===== config.mk =====
export PLATFORM = sky130hd
export DESIGN_NAME = adder_32b
export DESIGN_NICKNAME = d
export VERILOG_FILES = /design/src/rtl/adder_32b_pkg.sv /design/src/rtl/adder_32b_cla.sv /design/src/rtl/adder_32b.sv
export SDC_FILE = /design/constraint.sdc
export NUM_CORES = 1
export LEC_CHECK = 0
export ABC_AREA = 1
export BUFFER_PORTS_ARGS = -buffer_cell sky130_fd_sc_hd__buf_2
export CORE_MARGIN = 8
export CORE_UTILIZATION = 40
export DETAILED_ROUTE_END_ITERATION = 8
export PLACE_DENSITY = 0.71
export SETUP_SLACK_MARGIN = 0.3
export SYNTH_ARGS = -nofsm -noshare
export SYNTH_HDL_FRONTEND = slang
export SYNTH_SLANG_ARGS = --single-unit
export TNS_END_PERCENT = 1

===== constraint.sdc =====
create_clock -name clk -period 2.4 [get_ports clk]
set_input_delay 0 -clock clk [delete_from_list [all_inputs] [get_ports clk]]
set_output_delay 0 -clock clk [all_outputs]
set_load 0.005 [all_outputs]

===== src/rtl/adder_32b_pkg.sv =====
// Shared constants and helpers for the carry-lookahead adder.
package adder_32b_pkg;

  localparam int ADDER_WIDTH = 32;
  localparam int CLA_GRP_W   = 4;

  // Signed overflow: operands agree in sign but the result does not.
  function automatic logic add_ovf(input logic a_msb, input logic b_msb, input logic s_msb);
    return (a_msb == b_msb) && (s_msb != a_msb);
  endfunction

endpackage


===== src/rtl/adder_32b_cla.sv =====
// 4-bit carry-lookahead group: local sum bits plus group propagate/generate
// for the second-level lookahead in the top.
module cla_4b
  import adder_32b_pkg::*;
(
  input  logic [CLA_GRP_W-1:0] a,
  input  logic [CLA_GRP_W-1:0] b,
  input  logic                 c_in,
  output logic [CLA_GRP_W-1:0] s,
  output logic                 p_grp,
  output logic                 g_grp
);

  logic [CLA_GRP_W-1:0] p;
  logic [CLA_GRP_W-1:0] g;
  logic [CLA_GRP_W-1:0] c;

  // Bit-level propagate/generate, in-group carries in flattened lookahead form.
  always_comb begin
    p = a ^ b;
    g = a & b;
    c[0] = c_in;
    c[1] = g[0] | (p[0] & c_in);
    c[2] = g[1] | (p[1] & g[0]) | (p[1] & p[0] & c_in);
    c[3] = g[2] | (p[2] & g[1]) | (p[2] & p[1] & g[0]) | (p[2] & p[1] & p[0] & c_in);
    s     = p ^ c;
    p_grp = &p;
    g_grp = g[3] | (p[3] & g[2]) | (p[3] & p[2] & g[1]) | (p[3] & p[2] & p[1] & g[0]);
  end

endmodule


===== src/rtl/adder_32b.sv =====
// Carry-lookahead adder with combinational result and an optional
// one-cycle registered copy qualified by out_valid.
module adder_32b
  import adder_32b_pkg::*;
#(
  parameter int WIDTH = ADDER_WIDTH
) (
  input  logic             clk,
  input  logic             rst_n,
  input  logic [WIDTH-1:0] in0,
  input  logic [WIDTH-1:0] in1,
  input  logic             cin,
  input  logic             in_valid,
  output logic [WIDTH-1:0] sum,
  output logic             cout,
  output logic             ovf,
  output logic [WIDTH-1:0] sum_q,
  output logic             cout_q,
  output logic             ovf_q,
  output logic             out_valid
);

  localparam int NG = WIDTH / CLA_GRP_W;

  logic [NG-1:0] grp_p;
  logic [NG-1:0] grp_g;
  logic [NG:0]   grp_c;

  logic [WIDTH-1:0] sum_p1;
  logic             cout_p1;
  logic             ovf_p1;
  logic             vld_p1;

  // Carry into group k as a sum of products over all lower groups, so every
  // group carry is a two-level function of P/G rather than a ripple.
  function automatic logic group_carry(input int k, input logic [NG-1:0] p,
                                       input logic [NG-1:0] g, input logic ci);
    logic acc;
    logic term;
    acc = ci;
    for (int m = 0; m < k; m++) acc = acc & p[m];
    for (int j = 0; j < k; j++) begin
      term = g[j];
      for (int m = j + 1; m < k; m++) term = term & p[m];
      acc = acc | term;
    end
    return acc;
  endfunction

  genvar gi;
  generate
    for (gi = 0; gi < NG; gi++) begin : g_cla
      cla_4b u_cla (
        .a    (in0[gi*CLA_GRP_W +: CLA_GRP_W]),
        .b    (in1[gi*CLA_GRP_W +: CLA_GRP_W]),
        .c_in (grp_c[gi]),
        .s    (sum[gi*CLA_GRP_W +: CLA_GRP_W]),
        .p_grp(grp_p[gi]),
        .g_grp(grp_g[gi])
      );
    end
  endgenerate

  // Second-level lookahead: group carries, carry out and overflow flag.
  always_comb begin
    for (int k = 0; k <= NG; k++) grp_c[k] = group_carry(k, grp_p, grp_g, cin);
    cout = grp_c[NG];
    ovf  = add_ovf(in0[WIDTH-1], in1[WIDTH-1], sum[WIDTH-1]);
  end

  // Stage p0 -> p1: capture the combinational result when in_valid is high.
  always_ff @(posedge clk or negedge rst_n) begin
    if (!rst_n) begin
      sum_p1  <= '0;
      cout_p1 <= 1'b0;
      ovf_p1  <= 1'b0;
      vld_p1  <= 1'b0;
    end else begin
      vld_p1 <= in_valid;
      if (in_valid) begin
        sum_p1  <= sum;
        cout_p1 <= cout;
        ovf_p1  <= ovf;
      end
    end
  end

  assign sum_q     = sum_p1;
  assign cout_q    = cout_p1;
  assign ovf_q     = ovf_p1;
  assign out_valid = vld_p1;

endmodule


==> impl_metrics.toml, run 1 <==
[detailed_routing]
wl_per_cell_um = 14.8
antenna_left = 0
drtPass1Iterations = 6
drt_wl_total_um = 8470
vias = 2744
drc = 0
drtIter0Drc = 61
via_per_inst = 4.80

[setup_path]
worst_setup_path_end_kind = "primary output"
crit_arrival_ns = 2.01
r2r_start = "sum_q[20]"
required_ns = 2.40
cp-startpoint = "in0[6]"
cp-start-kind = "input pin"
crit_type = "input pin to primary output"
crit_path_max_fanout = 4

[synthesis]
ys_seq_area_share_pct = 32.0
yosysWarnings = 0
netlist_instances = 344
syn-num-nets = 452
synth_area_leaders = "dfrtp_1 (32%), nand2_1 (17%), ha_1 (15%)"
synth.avg_cell_area_um2 = 7.95
yosysTopAreaCell = "dfrtp_1"
yosys.cell_types.count = 26
ys_seq_elements = 35
synth_top_area_share_pct = 32.0
netlist_area_mm2 = 0.00274

[global_route]
grt_overflow = 0
antenna_found_initial = 0
grt_use_total_pct = 16.2
first_global_vias = 2886
grt_pass1_wl_um = 13000
grt_max_degree = 36

[timing]
worst_hold_slack_ns = 0.0606
rsz0062_at_grt = "true"
finalMaxSlewViolations = 0
tightestPinTransition_ns = 0.812
fin_tns_setup_ns = 0
setup_violations = 0
fmax_mhz = 498
fin_crit_ns = 2.01
hold_viol = 0
min_period_over_period_pct = 83.7
clock_skew_ns = 0
slew_headroom_pct = 45.9

[cells_and_area]
drive_gt1_share_pct = 42.3
stdcell_area_mm2 = 0.00397
nFillCells = 618
layout.nets = 601
multi_input_area_mm2 = 0.00202
utilization_pct = 59.1
diodes = 0
register_area_um2 = 876
area_delta_synth_final_pct = 45.2
stdcell_count = 572

[clocking]
clock_sinks = 35
clk_pin_slew_worst_paths_ns = 0.07
cts_max_level = 2
root_buffer = "clkbuf_8"
cts_buffer_depth = 2
clock_latency_ns = 0.27
tritoncts = "done"
numCtsBuffers = 5

[placed_design]
gp_congestion = 0.865
hpwl_um = 6450
port_buffers = 136
placed_cell_area_mm2 = 0.00350
placedCellCount = 555

[run]
drv.max_cap_violation_count = 0

[power_and_ir_drop]
powerDensity_mw_per_mm2 = 542
power.leakage_uw = 0.00218
peakVddDrop_uv = 236

[floorplanning]
die_h_um = 98.7
placementRows = 30
initial_utilization_pct = 40.7
core_mm2 = 0.00672
fp.dieW_um = 98.7
die-area_mm2 = 0.00974
ios = 137

[outcome]
status = "finished clean"

[worst_hold_path]
holdCritPathClass = "input pin to register"
hp-start = "in0[31]"
-- cell families after synthesis --
family / synth area share, %
adder cells (fa/ha/maj): 20.5
AND/OR/NAND/NOR: 32.5
buffers and inverters: 4.21
XOR/XNOR: 6.36
flip-flops: 32.0
AO/OA/AOI/OAI: 4.39
-- layout by cell type, fill, tap and decap left out, types with 10 or more instances in the layout --
cell	synthesis	final
buf_2	2	130
inv_1	22	22
nand2_2	8	10
nor2_1	17	13
ha_4	0	10
nand3_1	21	20
a21oi_1	18	11
nand2_4	7	10
xor2_1	13	11
buf_4	0	13
dfrtp_1	35	35
nand2_1	127	121
ha_1	32	22
-- critical path, stage by stage --
cell and delay, ns:
buf_2 0.12, ha_4 0.24, nand2_4 0.09, nor2_2 0.04, nor2_2 0.10, nand2_1 0.07
nand2_2 0.07, nand4_4 0.11, nand2_2 0.10, nand2_4 0.06, nand2_4 0.09, nand2_8 0.07
nand3_4 0.09, nand2_4 0.06, fa_2 0.55, buf_2 0.12
-- state kept, by name, summed over array words and instances (netlist names) --
| signal | count |
|---|---|
| cout_q | 1 |
| ovf_q | 1 |
| sum_q | 32 |
| out_valid | 1 |
-- where the power goes --
| part | leakage, uW | internal, uW | switching [uW] | total [uW] |
|---|---|---|---|---|
| Combinational | 0.00172 | 467 | 530 | 997 |
| Clock | 0.0000371 | 194 | 202 | 396 |
| Sequential | 0.000426 | 698 | 58.9 | 757 |
| Total | 0.00218 | 1360 | 791 | 2150 |
-- what timing repair did --
| action | CTS | global route |
|---|---|---|
| endpoints found under the setup margin | 5 | 8 |
| gates resized for setup | 8 | 44 |
| hold buffers | 1 | 0 |
| pin swaps | 1 | 21 |
| setup buffers | 2 | 8 |
| hold endpoints to repair | 35 | 0 |
-- synthesized netlist by cell type --
library cell and n:
inv_1 22, nand2_1 127, xor2_1 13, o21bai_1 1
nor2_1 17, fa_1 8, nand4_1 5, xor2_2 1
buf_2 2, and2_1 5, clkbuf_1 5, nand2_4 7
nand3_2 1, nand3_1 21, nand2_2 8, a211oi_1 1
xnor2_1 5, dfrtp_1 35, nor2_2 3, or2_1 1
ha_1 32, clkinv_1 1, nand4_2 1, nor3_1 1
o21ai_0 3, a21oi_1 18
-- cell type report --
class | instances | share of cell area [%]
Multi-Input combinational cell | 279 | 50.9
Sequential cell | 35 | 22.1
Timing Repair Buffer | 149 | 20.5
Tap cell | 80 | 2.52
Inverter | 23 | 2.17
Clock buffer | 6 | 1.83
-- metal layers --
metal	vias up	share of wire, %	GRT usage [%]
met5	-	0	0
met4	0	1.5	4.01
met3	11	5.4	5.07
met2	80	53	30.3
met1	1262	40	17.2
li1	1391	-	-
-- per-stage QoR --
stage / total power, uW / setup WS (ns)
finish: 2150 / 0.392
global route: 2320 / 0.271
CTS: 2090 / 0.307
detailed placement: 1650 / 0.0586
global placement: 1630 / 0.129
floorplan: 1230 / 0.378
-- final timing paths --
kind	end	slack, ns	depth (start not counted)
worst max register to register	sum_q[20]	1.75	2
worst min-delay path	ovf_q	0.06	4
worst max-delay path	sum[28]	0.39	16
max in group asynchronous	sum_q[3]	1.52	2
worst min register to register	sum_q[12]	0.47	2
min in group asynchronous	sum_q[16]	0.36	2
(Power assumes the default switching activity.)
==> inputs of run 2 (changes only) <==
==> constraint.sdc (replaced) <==
create_clock -name clk -period 2.1 [get_ports clk]
set_input_delay 0 -clock clk [delete_from_list [all_inputs] [get_ports clk]]
set_output_delay 0 -clock clk [all_outputs]
set_load 0.005 [all_outputs]
==> run 2 against run 1 <==
Clock skew unchanged; highest routed layer unchanged; sequential share of layout area down 0.92 points; final cell count up 2.6%; combinational power up 19%; non-clock buffer count up 13; power up 29%; sequential cell count unchanged; register-to-register slack worse by 0.32 ns; die area unchanged.
==> impl_metrics.toml, run 2 (same netlist as run 1, synthesis figures left out) <==
[outcome]
status = "finished clean"

[power_and_ir_drop]
power.leakage_uw = 0.00227
power.internal_uw = 1850
clockPowerShare_pct = 26.1
combinationalPowerShare_pct = 42.7
powerDensity_mw_per_mm2 = 670
p_sw_uw = 929
p_seq_share_pct = 31.2
peakVddDrop_uv = 461
switching_share_pct = 33.5

[cells_and_area]
largest_reg_flops = 32
drive_gt1_share_pct = 44.4
stdcell_area_mm2 = 0.00414
layout.nets = 614
nFillCells = 602
diodes = 0
stdcell_count = 587
area_delta_synth_final_pct = 51.5
utilization_pct = 61.7
final_cell_mix = "buf_2 (129), nand2_1 (120), dfrtp_1 (35)"
layout_commonest_cell = "buf_2"

[placed_design]
placed_cell_area_mm2 = 0.00371
gp_congestion = 0.874
placedCellCount = 567
port_buffers = 136
hpwl_um = 6690

[floorplanning]
core_mm2 = 0.00672
initial_utilization_pct = 40.7
placementRows = 30
fp.dieW_um = 98.7
die-area_mm2 = 0.00974
die_h_um = 98.7
ios = 137

[worst_hold_path]
holdCritPathClass = "input pin to register"

[detailed_routing]
drtPass1Iterations = 4
via_per_inst = 4.90
wl_per_cell_um = 14.6
antenna_left = 0
drt_wl_total_um = 8560
drtIter0Drc = 63
drc = 0
vias = 2875

[timing]
tightestPinTransition_ns = 0.788
clock_skew_ns = 0
fin_crit_ns = 2.00
hold_viol = 0
setup_violations = 0
rsz0062_at_grt = "true"
fmax_mhz = 500
finalMaxSlewViolations = 0
min_period_over_period_pct = 95.2
slew_headroom_pct = 47.5

[setup_path]
cp_common_cell = "nand2_4"
cp_top_family = "simple AND/OR/NAND/NOR gates"
crit_path_max_fanout = 4
cp_slowest_stage_delay_ns = 0.34
worst_setup_path_end_kind = "primary output"
cp-start-kind = "input pin"
crit_type = "input pin to primary output"
crit_chain = "buf_6 > ha_4 > nand2_4 > nor2_2 > nor2_2 > nand2_1 > nand2_1 > nand4_2 > nand2_2 > nand2_4 > nand2_4 > nand2_4 > nand3_4 > nand2_4 > fa_2 > xor2_1 > buf_2"
crit_arrival_ns = 2.00
required_ns = 2.10
critical_path_buf_inv_count = 2
crit_slowest_cell = "fa_2"

[global_route]
grt_pass1_wl_um = 13900
grt_use_met2_pct = 30.7
antenna_found_initial = 0
first_global_vias = 3015
grt_max_degree = 36
busiest_layer = "met2"
use_met1_pct = 19.2
use_met3_pct = 6.20
grt_overflow = 0
grt_use_total_pct = 17.4

[clocking]
cts_buffer_depth = 2
clock_latency_ns = 0.29
clk_pin_slew_worst_paths_ns = 0.07
root_buffer = "clkbuf_8"
cts_max_level = 2
numCtsBuffers = 5
clock_sinks = 35
tritoncts = "done"

[run]
drv.max_cap_violation_count = 0
==> run 2: layout make-up <==
type	count	area [um^2]	area share (%)
Clock inverter	2	60.1	1.45
Multi-Input combinational cell	279	2020	48.8
Inverter	23	86.3	2.08
Tap cell	80	100	2.42
Timing Repair Buffer	162	926	22.3
Sequential cell	35	876	21.1
Clock buffer	6	72.6	1.75
==> run 2: power groups by stage <==
stage	Sequential (uW)	Clock (uW)	Combinational, uW
after global placement	874	0	1060
final	866	724	1190
after detailed placement	877	0	1080
after global routing	882	771	1320
after floorplan	884	0	544
after CTS	866	740	1160
==> run 2: through the flow <==
| step | setup TNS [ns] | setup WS, ns | hold WS, ns | total power (uW) |
|---|---|---|---|---|
| 3_3_place_gp | -0.0184 | -0.0105 | 0.135 | 1930 |
| 2_1_floorplan | 0 | 0.218 | -0.296 | 1430 |
| 3_5_place_dp | -0.129 | -0.0428 | 0.137 | 1950 |
| 4_1_cts | 0 | 0.141 | 0.0400 | 2770 |
| 6_report | 0 | 0.0999 | 0.0461 | 2780 |
| 5_1_grt | -0.0397 | -0.0202 | 0.0729 | 2970 |
==> run 2: worst paths after layout <==
path / cells past startpoint / to / slack (ns) / start
worst max register to register: 2 / sum_q[0] / 1.43 / sum_q[0]
worst min-delay path: 4 / ovf_q / 0.05 / in0[31]
worst max-delay path: 17 / sum[29] / 0.1 / in1[7]
min in group asynchronous: 2 / sum_q[18] / 0.32 / rst_n
max in group asynchronous: 2 / sum_q[3] / 1.26 / rst_n
worst min register to register: 2 / sum_q[24] / 0.47 / sum_q[24]
==> run 2: tightest hold or removal path: cells and delay by family <==
family,cells,cell delay [ns]
simple gates,3,0.19
buf+inv,1,0.10
==> run 2: layer usage <==
layer	wire length (um)	up-vias	share of wire, %
li1	-	1420	-
met1	3540	1348	41
met2	4300	95	50
met3	597	12	7.0
met4	113	0	1.3
met5	0	-	0
==> run 2: repair_timing <==
action | CTS | global route
buffers inserted | 11 | 0
setup endpoints to repair | 21 | 35
gates resized for setup | 21 | 17
gates cloned | 0 | 0
hold endpoints to repair | 35 | 0
hold buffers | 1 | 0
pin swaps | 16 | 4
